<file path="src/rtl/hazard_pkg.sv">
// Shared definitions for the pipeline hazard controller.
//   FWD_*       : ALU operand source encodings for fwdA/fwdB
//   MD_*_CYC    : busy-cycle counts of the multi-cycle mult/div unit
//   md_state_t  : mult/div occupancy FSM states
//   fwd_sel     : forwarding priority rule (MEM over WB, r0 never forwarded)
package hazard_pkg;

    localparam logic [1:0] FWD_REG = 2'b00;
    localparam logic [1:0] FWD_MEM = 2'b01;
    localparam logic [1:0] FWD_WB  = 2'b10;

    localparam int MD_MUL_CYC = 4;
    localparam int MD_DIV_CYC = 32;

    // Down-counter reload values: the counter runs load..0 inclusive.
    localparam logic [4:0] MD_MUL_LOAD = 5'(MD_MUL_CYC - 1);
    localparam logic [4:0] MD_DIV_LOAD = 5'(MD_DIV_CYC - 1);

    typedef enum logic {
        MD_IDLE = 1'b0,
        MD_BUSY = 1'b1
    } md_state_t;

    function automatic logic [1:0] fwd_sel(
        input logic       mem_we,
        input logic [4:0] mem_reg,
        input logic       wb_we,
        input logic [4:0] wb_reg,
        input logic [4:0] src
    );
        if (mem_we && (mem_reg != 5'd0) && (mem_reg == src))
            return FWD_MEM;
        else if (wb_we && (wb_reg != 5'd0) && (wb_reg == src))
            return FWD_WB;
        else
            return FWD_REG;
    endfunction

endpackage

</file>
<file path="src/rtl/md_busy_timer.sv">
// Occupancy timer for the multi-cycle mult/div unit.
//   clk      : rising-edge clock
//   rst      : asynchronous active-low reset
//   start    : mult/div instruction present in EX
//   is_div   : the EX instruction is a divide (long latency)
//   md_busy  : unit occupied
//
// state   | meaning
// MD_IDLE | unit free, waiting for a mult/div in EX
// MD_BUSY | unit occupied, md_cnt counting down to 0
module md_busy_timer
    import hazard_pkg::*;
(
    input  logic clk,
    input  logic rst,
    input  logic start,
    input  logic is_div,
    output logic md_busy
);

    md_state_t  state_q, state_d;
    logic [4:0] md_cnt, md_cnt_d;

    always_ff @(posedge clk or negedge rst) begin
        if (!rst) begin
            state_q <= MD_IDLE;
            md_cnt  <= 5'd0;
        end else begin
            state_q <= state_d;
            md_cnt  <= md_cnt_d;
        end
    end

    // A start while busy cannot happen (ID stalls it) and is ignored.
    always_comb begin
        state_d  = state_q;
        md_cnt_d = md_cnt;
        unique case (state_q)
            MD_IDLE: begin
                if (start) begin
                    state_d  = MD_BUSY;
                    md_cnt_d = is_div ? MD_DIV_LOAD : MD_MUL_LOAD;
                end
            end
            MD_BUSY: begin
                if (md_cnt == 5'd0)
                    state_d = MD_IDLE;
                else
                    md_cnt_d = md_cnt - 5'd1;
            end
            default: begin
                state_d  = MD_IDLE;
                md_cnt_d = 5'd0;
            end
        endcase
    end

    assign md_busy = (state_q == MD_BUSY);

endmodule

</file>
<file path="src/rtl/hazard_ctrl.sv">
// Pipeline hazard controller: load-use and mult/div stalls, redirect
// flushes, EX operand forwarding and a saturating stall-cycle counter.
//   clk, rst                       : clock, asynchronous active-low reset
//   id_*                           : instruction in ID (sources, kind)
//   ex_*                           : ID/EX register contents
//   ex_redirect                    : taken branch/jump resolved in EX
//   mem_/wb_regWrite, mem_/wb_wreg : later-stage writers
//   pc_write, ifid_write           : PC / IF-ID load enables
//   ifid_flush, idex_flush         : bubble insertion
//   fwdA, fwdB                     : ALU operand select
//   md_busy, stall_count           : mult/div occupancy, stall counter
module hazard_ctrl
    import hazard_pkg::*;
(
    input  logic        clk,
    input  logic        rst,
    input  logic [4:0]  id_rs,
    input  logic [4:0]  id_rt,
    input  logic        id_useRs,
    input  logic        id_useRt,
    input  logic        id_isMulDiv,
    input  logic        id_isMfhiLo,
    input  logic        ex_memRead,
    input  logic        ex_regWrite,
    input  logic        ex_isMulDiv,
    input  logic        ex_isDiv,
    input  logic [4:0]  ex_rs,
    input  logic [4:0]  ex_rt,
    input  logic [4:0]  ex_wreg,
    input  logic        ex_redirect,
    input  logic        mem_regWrite,
    input  logic        wb_regWrite,
    input  logic [4:0]  mem_wreg,
    input  logic [4:0]  wb_wreg,
    output logic        pc_write,
    output logic        ifid_write,
    output logic        ifid_flush,
    output logic        idex_flush,
    output logic [1:0]  fwdA,
    output logic [1:0]  fwdB,
    output logic        md_busy,
    output logic [31:0] stall_count
);

    logic load_use;
    logic md_hazard;
    logic stall;

    // EX destination fields are part of the ID/EX bundle but not needed here.
    logic unused_ex_dest;
    assign unused_ex_dest = ^{ex_regWrite, ex_wreg};

    md_busy_timer u_md_timer (
        .clk     (clk),
        .rst     (rst),
        .start   (ex_isMulDiv),
        .is_div  (ex_isDiv),
        .md_busy (md_busy)
    );

    assign load_use  = ex_memRead && (ex_rt != 5'd0) &&
                       ((id_useRs && (id_rs == ex_rt)) ||
                        (id_useRt && (id_rt == ex_rt)));
    assign md_hazard = (id_isMulDiv || id_isMfhiLo) && (md_busy || ex_isMulDiv);
    assign stall     = load_use || md_hazard;

    // Reset holds the front end frozen with both pipeline registers flushed.
    always_comb begin
        pc_write   = 1'b1;
        ifid_write = 1'b1;
        ifid_flush = 1'b0;
        idex_flush = 1'b0;
        fwdA       = FWD_REG;
        fwdB       = FWD_REG;
        if (!rst) begin
            pc_write   = 1'b0;
            ifid_write = 1'b0;
            ifid_flush = 1'b1;
            idex_flush = 1'b1;
        end else begin
            fwdA = fwd_sel(mem_regWrite, mem_wreg, wb_regWrite, wb_wreg, ex_rs);
            fwdB = fwd_sel(mem_regWrite, mem_wreg, wb_regWrite, wb_wreg, ex_rt);
            if (ex_redirect) begin
                // Redirect wins: the stalled ID instruction is on the wrong path.
                ifid_flush = 1'b1;
                idex_flush = 1'b1;
            end else if (stall) begin
                pc_write   = 1'b0;
                ifid_write = 1'b0;
                idex_flush = 1'b1;
            end
        end
    end

    always_ff @(posedge clk or negedge rst) begin
        if (!rst)
            stall_count <= 32'd0;
        else if (stall && !ex_redirect && (stall_count != 32'hFFFF_FFFF))
            stall_count <= stall_count + 32'd1;
    end

endmodule

</file>
<file path="config.mk">
export PLATFORM = sky130hd
export DESIGN_NAME = hazard_ctrl
export DESIGN_NICKNAME = d
export VERILOG_FILES = /design/src/rtl/hazard_pkg.sv /design/src/rtl/md_busy_timer.sv /design/src/rtl/hazard_ctrl.sv
export SDC_FILE = /design/constraint.sdc
export NUM_CORES = 1
export LEC_CHECK = 0
export ABC_AREA = 1
export BUFFER_PORTS_ARGS = -buffer_cell sky130_fd_sc_hd__buf_2
export CORE_MARGIN = 3
export CORE_UTILIZATION = 38
export DETAILED_ROUTE_END_ITERATION = 7
export GPL_TIMING_DRIVEN = 0
export PLACE_DENSITY = 0.6
export REMOVE_ABC_BUFFERS = 1
export SETUP_SLACK_MARGIN = 0.2
export SYNTH_ARGS = -nofsm -noshare
export SYNTH_HDL_FRONTEND = slang
export SYNTH_HIERARCHICAL = 1
export SYNTH_SLANG_ARGS = --single-unit
</file>
<file path="constraint.sdc">
create_clock -name clk -period 1.95 [get_ports clk]
set_clock_uncertainty 0.15 [all_clocks]
set_input_delay 0.195 -clock clk [delete_from_list [all_inputs] [get_ports clk]]
set_output_delay 0.195 -clock clk [all_outputs]
set_load 0.02 [all_outputs]
</file>
# Word level (Yosys, flattened, before mapping)
# Cells that the tools add are included.
# totals
regBits	38
# op_classes
n_reduce_logical	23
n_bitwise	1
add_sub_neg	2
eq_ne	9
mux	21
# ops
op	count
$add 32x1->32 const B	1
$ne 32x32->1 const B	1
$eq 5x5->1	6
$mux 5	3
$reduce_bool 5->1	3
$logic_and 1x1->1	13
$mux 2	6
$mux 1	10
$pmux 5 s2	1
$logic_not 5->1	1
$sub 5x1->5 const B	1
$logic_or 1x1->1	4
$ne 2x2->1 const B	2
$pmux 1 s2	1
$reduce_and 2->1	1
$logic_not 1->1	1
$not 1->1	1

# Longest topological paths before layout
# logic_depth
depth_word	8
depth_mapped	12

# Modules after synthesis
# The synthesis kept the hierarchy.
# by_module_without_submodules
mod	area_per_inst_um2	n_inst	cells_each	seq_area_each_um2
hazard_ctrl	2915.3	1	468	800.8
md_busy_timer	371.6	1	49	150.1

# Least setup slack after synthesis
# No wires, ideal clock.
# synth_path
path_kind	register to output
start	register u_md_timer.state_q (netlist: u_md_timer/md_busy)
end	output port pc_write
arrival_ns	1.682
path_stages_with_launch	6
setup_slack_ns	-0.077
n_path_buf	2
path_cell_list	dfrtp_1 > o22ai_1 > nand2_4 > buf_6 > a21oi_1 > buf_4
# synth_via
elab_chain_cells	6
# synth_rtl
item	line	rtl
start: declaration	md_busy_timer.sv:21	md_state_t state_q, state_d;
start signal: assignment	md_busy_timer.sv:29	state_q <= state_d;
$logic_or 1x1->1	hazard_ctrl.sv:64	assign md_hazard = (id_isMulDiv || id_isMfhiLo) && (md_busy || ex_isMulDiv);
$logic_and 1x1->1	hazard_ctrl.sv:64	
$logic_or 1x1->1	hazard_ctrl.sv:65	assign stall = load_use || md_hazard;
$mux 1 (3 in a row)	-	
end: declaration	hazard_ctrl.sv:35	output logic pc_write,
# Every way passes these cells.

# Final worst setup path
# layout_path
start	register stall_count[0]
end	register stall_count[21]
# layout_via
elab_chain_cells	2
# layout_rtl
item	line	rtl
start: declaration	hazard_ctrl.sv:42	output logic [31:0] stall_count
start signal: assignment	hazard_ctrl.sv:99	stall_count <= stall_count + 32'd1;
parallel branches: the longest is 2 deep, another holds $add 32x1->32	-	
# Parallel ways; which one is timed is not known.
# A chain may end at the register's enable or synchronous reset.

==> metrics.md <==
| Metric | Value |
|---|---|
| CP Launch Type | register |
| Area of placed instances | 0.00371 mm² |
| Final HPWL DP | 6670 µm |
| Post-DR vias/cell | 5.23 |
| Req. time, crit path | 1.98 ns |
| Clock latency on the worst-skew pair | 0.30 ns |
| Hold depth | 5 |
| Crit-path max cell delay | 0.41 ns |
| Worst Hold End | u_md_timer/md_cnt[3] |
| FMAX | 526 MHz |
| Fill cells | 804 |
| GR Overflow Total | 0 |
| P_leak | 2.25 nW |
| Core Util, Final | 0.540 |
| Layout cells sized above 1 | 0.318 |
| Reg-to-reg slack, setup | 0.05 ns |
| Clock transition at path regs | 0.09 ns |
| Synth cell count leaders | 198 x nand2_1, 64 x nor2_1, 49 x inv_1 |
| Initial core utilization | 0.396 |
| H-tree depth | 2 |
| Crit path depth | 10 |
| TritonRoute pass-1 iters | 4 |
| Worst min path class | in -> reg |
| Core Area | 0.00830 mm² |
| GRT Util Overall | 0.223 |
| RSZ-0062 raised after global routing | true |
| Worst r2r src | stall_count[0] |
| Sequence of cells on the critical path | ha_4 -> inv_4 -> nor2_4 -> nand3_4 -> nor2_4 -> nand3_4 -> buf_6 -> buf_16 -> nand4_1 -> nand2_1 |
| Final Hold Vio Count | 0 |
| Layout area overhead | 36.4% |
| Final min period | 1.90 ns |
| CTS tree | yes |
| Largest net degree at the start of global routing | 46 |
| Yosys reg bits | 38 |
| I/O Buffers | 82 |
| # clock sinks | 38 |
| I/O pins | 89 |
| Initial antenna violation count | 0 |
| WL/cell | 15.1 µm |
| Crit Path Category | reg -> reg |
| Die area | 0.00980 mm² |
| Syn. warnings | 6 |
| Drc violations | 0 |
| Most common cell in the netlist | nand2_1 |
| Power per cell area | 678 mW/mm² |
| Status | finished, final reports clean |
| First-pass GRT wire length | 17800 µm |
| Worst vdd ir | 0.000307 V |
| Vias | 3839 |
| CP max-delay cell | dfrtp_1 |
| Clock Tree Buf Depth | 2 |
| Gpl congestion | 0.866 |
| Sequential share of the synthesized area | 0.289 |
| Top FF cell, synth | dfrtp_1 |
| Worst-Margin Slew | 0.425 ns |
| Critical path fanouts, max | 8 |
| TNS Setup | 0 ns |
| Routed wire length | 11100 µm |
| Post-synth top area share | 0.289 |
| Critical Path End Type | register |
| HP Start | ex_isDiv |
| Number of synthesized flops with an enable pin | 0 |
| Fin area | 0.00448 mm² |
| Die H | 99.0 µm |
| Worst R2R Path Depth | 10 |
| Avg Cell Area, Syn | 6.36 µm² |
| Crit-path leading delay family | simple AND/OR/NAND/NOR gates |
| Synth top area cells | dfrtp_1 29%, nand2_1 23%, nor2_1 7.3%, nand4_1 6.9%, inv_1 5.6% |
| CP bufs+invs | 3 |
| Nets | 678 |
| CTS root buf | clkbuf_8 |
| Final setup viols | 0 |
| Place WS | -0.538 ns |
| Detail Route Antenna Nets | 0 |
| Max-slew violations | 0 |
| Reg-to-reg endpoint | stall_count[21] |
| Mapped Area | 0.00329 mm² |
| Row count | 33 |
| Synthesized instance count | 517 |
| Final hold slack | 0.0850 ns |
| Worst path arrival time | 1.93 ns |
| Starting DRT DRC Count | 194 |
| Max Cap Viol | 0 |
| Overall die width | 99.0 µm |
| Unique masters post-synth | 34 |
| Vias in the first global route | 3523 |
| Period utilization | 0.975 |
| Headroom to the max-slew limit | 0.716 |
| FFs w/ async S/R, synth | 1.00 |
| Dominant cell type by area after synthesis | dfrtp_1 |
| Fin worst setup slack | 0.0486 ns |
| Inserted Clock Buffers | 5 |
| ANT cells | 0 |
-- registers in the layout (all words and copies together), names as in the netlist --
signal and flops:
u_md_timer/md_cnt 5, u_md_timer/md_busy 1, stall_count 32
-- where the power goes --
group | internal, mW | switching (mW) | total (mW)
Sequential | 0.896 | 0.117 | 1.01
Clock | 0.513 | 0.317 | 0.830
Combinational | 0.482 | 0.715 | 1.20
-- worst max path at each step --
| stage | end | start |
|---|---|---|
| global placement | stall_count[4] | ex_redirect |
| detailed placement | stall_count[9] | ex_redirect |
| global route | stall_count[21] | stall_count[0] |
| floorplan | ifid_write | u_md_timer/md_busy |
| CTS | stall_count[24] | stall_count[1] |
| finish | stall_count[21] | stall_count[0] |
-- worst register-to-register path, stage by stage, from the launching register on --
cell and delay [ns]:
dfrtp_1 0.41, ha_4 0.18, inv_4 0.04, nor2_4 0.13
nand3_4 0.10, nor2_4 0.14, nand3_4 0.16, buf_6 0.17
buf_16 0.13, nand4_1 0.10, nand2_1 0.08
-- timing repair --
| item | 4_1_cts | 5_1_grt |
|---|---|---|
| hold buffers | 2 | 0 |
| pin swaps | 23 | 41 |
| buffers inserted | 20 | 7 |
| endpoints found under the hold margin | 38 | 0 |
| cloned | 8 | 0 |
| resized for setup | 54 | 29 |
| setup endpoints to repair | 40 | 37 |
-- cell usage in the layout, fill, tap and decap left out, types with 3 or more instances in the layout --
cell type	instances
nand3b_1	10
a21oi_1	6
clkbuf_8	5
dfrtp_2	13
inv_1	45
buf_6	8
nand2_2	14
buf_4	23
nand4_1	36
nor2_4	6
dfrtp_1	25
nand2_4	6
nand3_1	23
buf_2	77
xnor2_1	16
nand3_4	7
xor2_1	12
nor2_2	10
nand3_2	4
inv_2	8
nand2_1	185
nor3_1	3
nor2_1	56
-- kinds of logic (layout without fill, tap and decap cells) --
group	Yosys count	after routing	synth area share
AND/OR/NAND/NOR	362	368	0.500
buffers and inverters	70	176	0.0975
XOR/XNOR	28	28	0.0746
adder cells (fa/ha/maj)	2	2	0.00761
flip-flops	38	38	0.289
AO/OA/AOI/OAI	17	17	0.0308
-- final cells by class --
type                            count  area [µm²]  area share
Multi-Input combinational cell    415        2280       0.509
Sequential cell                    38         967       0.216
Timing Repair Buffer              113         753       0.168
Clock inverter                      3        68.8      0.0153
Inverter                           55         214      0.0477
Clock buffer                        5        68.8      0.0153
Tap cell                          105         131      0.0293
-- layer usage --
layer	wire length (µm)	global-route usage	vias up
li1	-	-	1874
met1	4720	0.288	1782
met2	5190	0.373	152
met3	849	0.0474	31
met4	331	0.0672	0
met5	0	0	-
-- per-stage QoR --
stage / power [mW] / std cells
6_report: 3.04 / 734
3_3_place_gp: 1.92 / 689
2_1_floorplan: 1.66 / 502
4_1_cts: 3.01 / 727
3_5_place_dp: 1.95 / 689
5_1_grt: 3.26 / 734
Power figures use the tool's default switching activity.
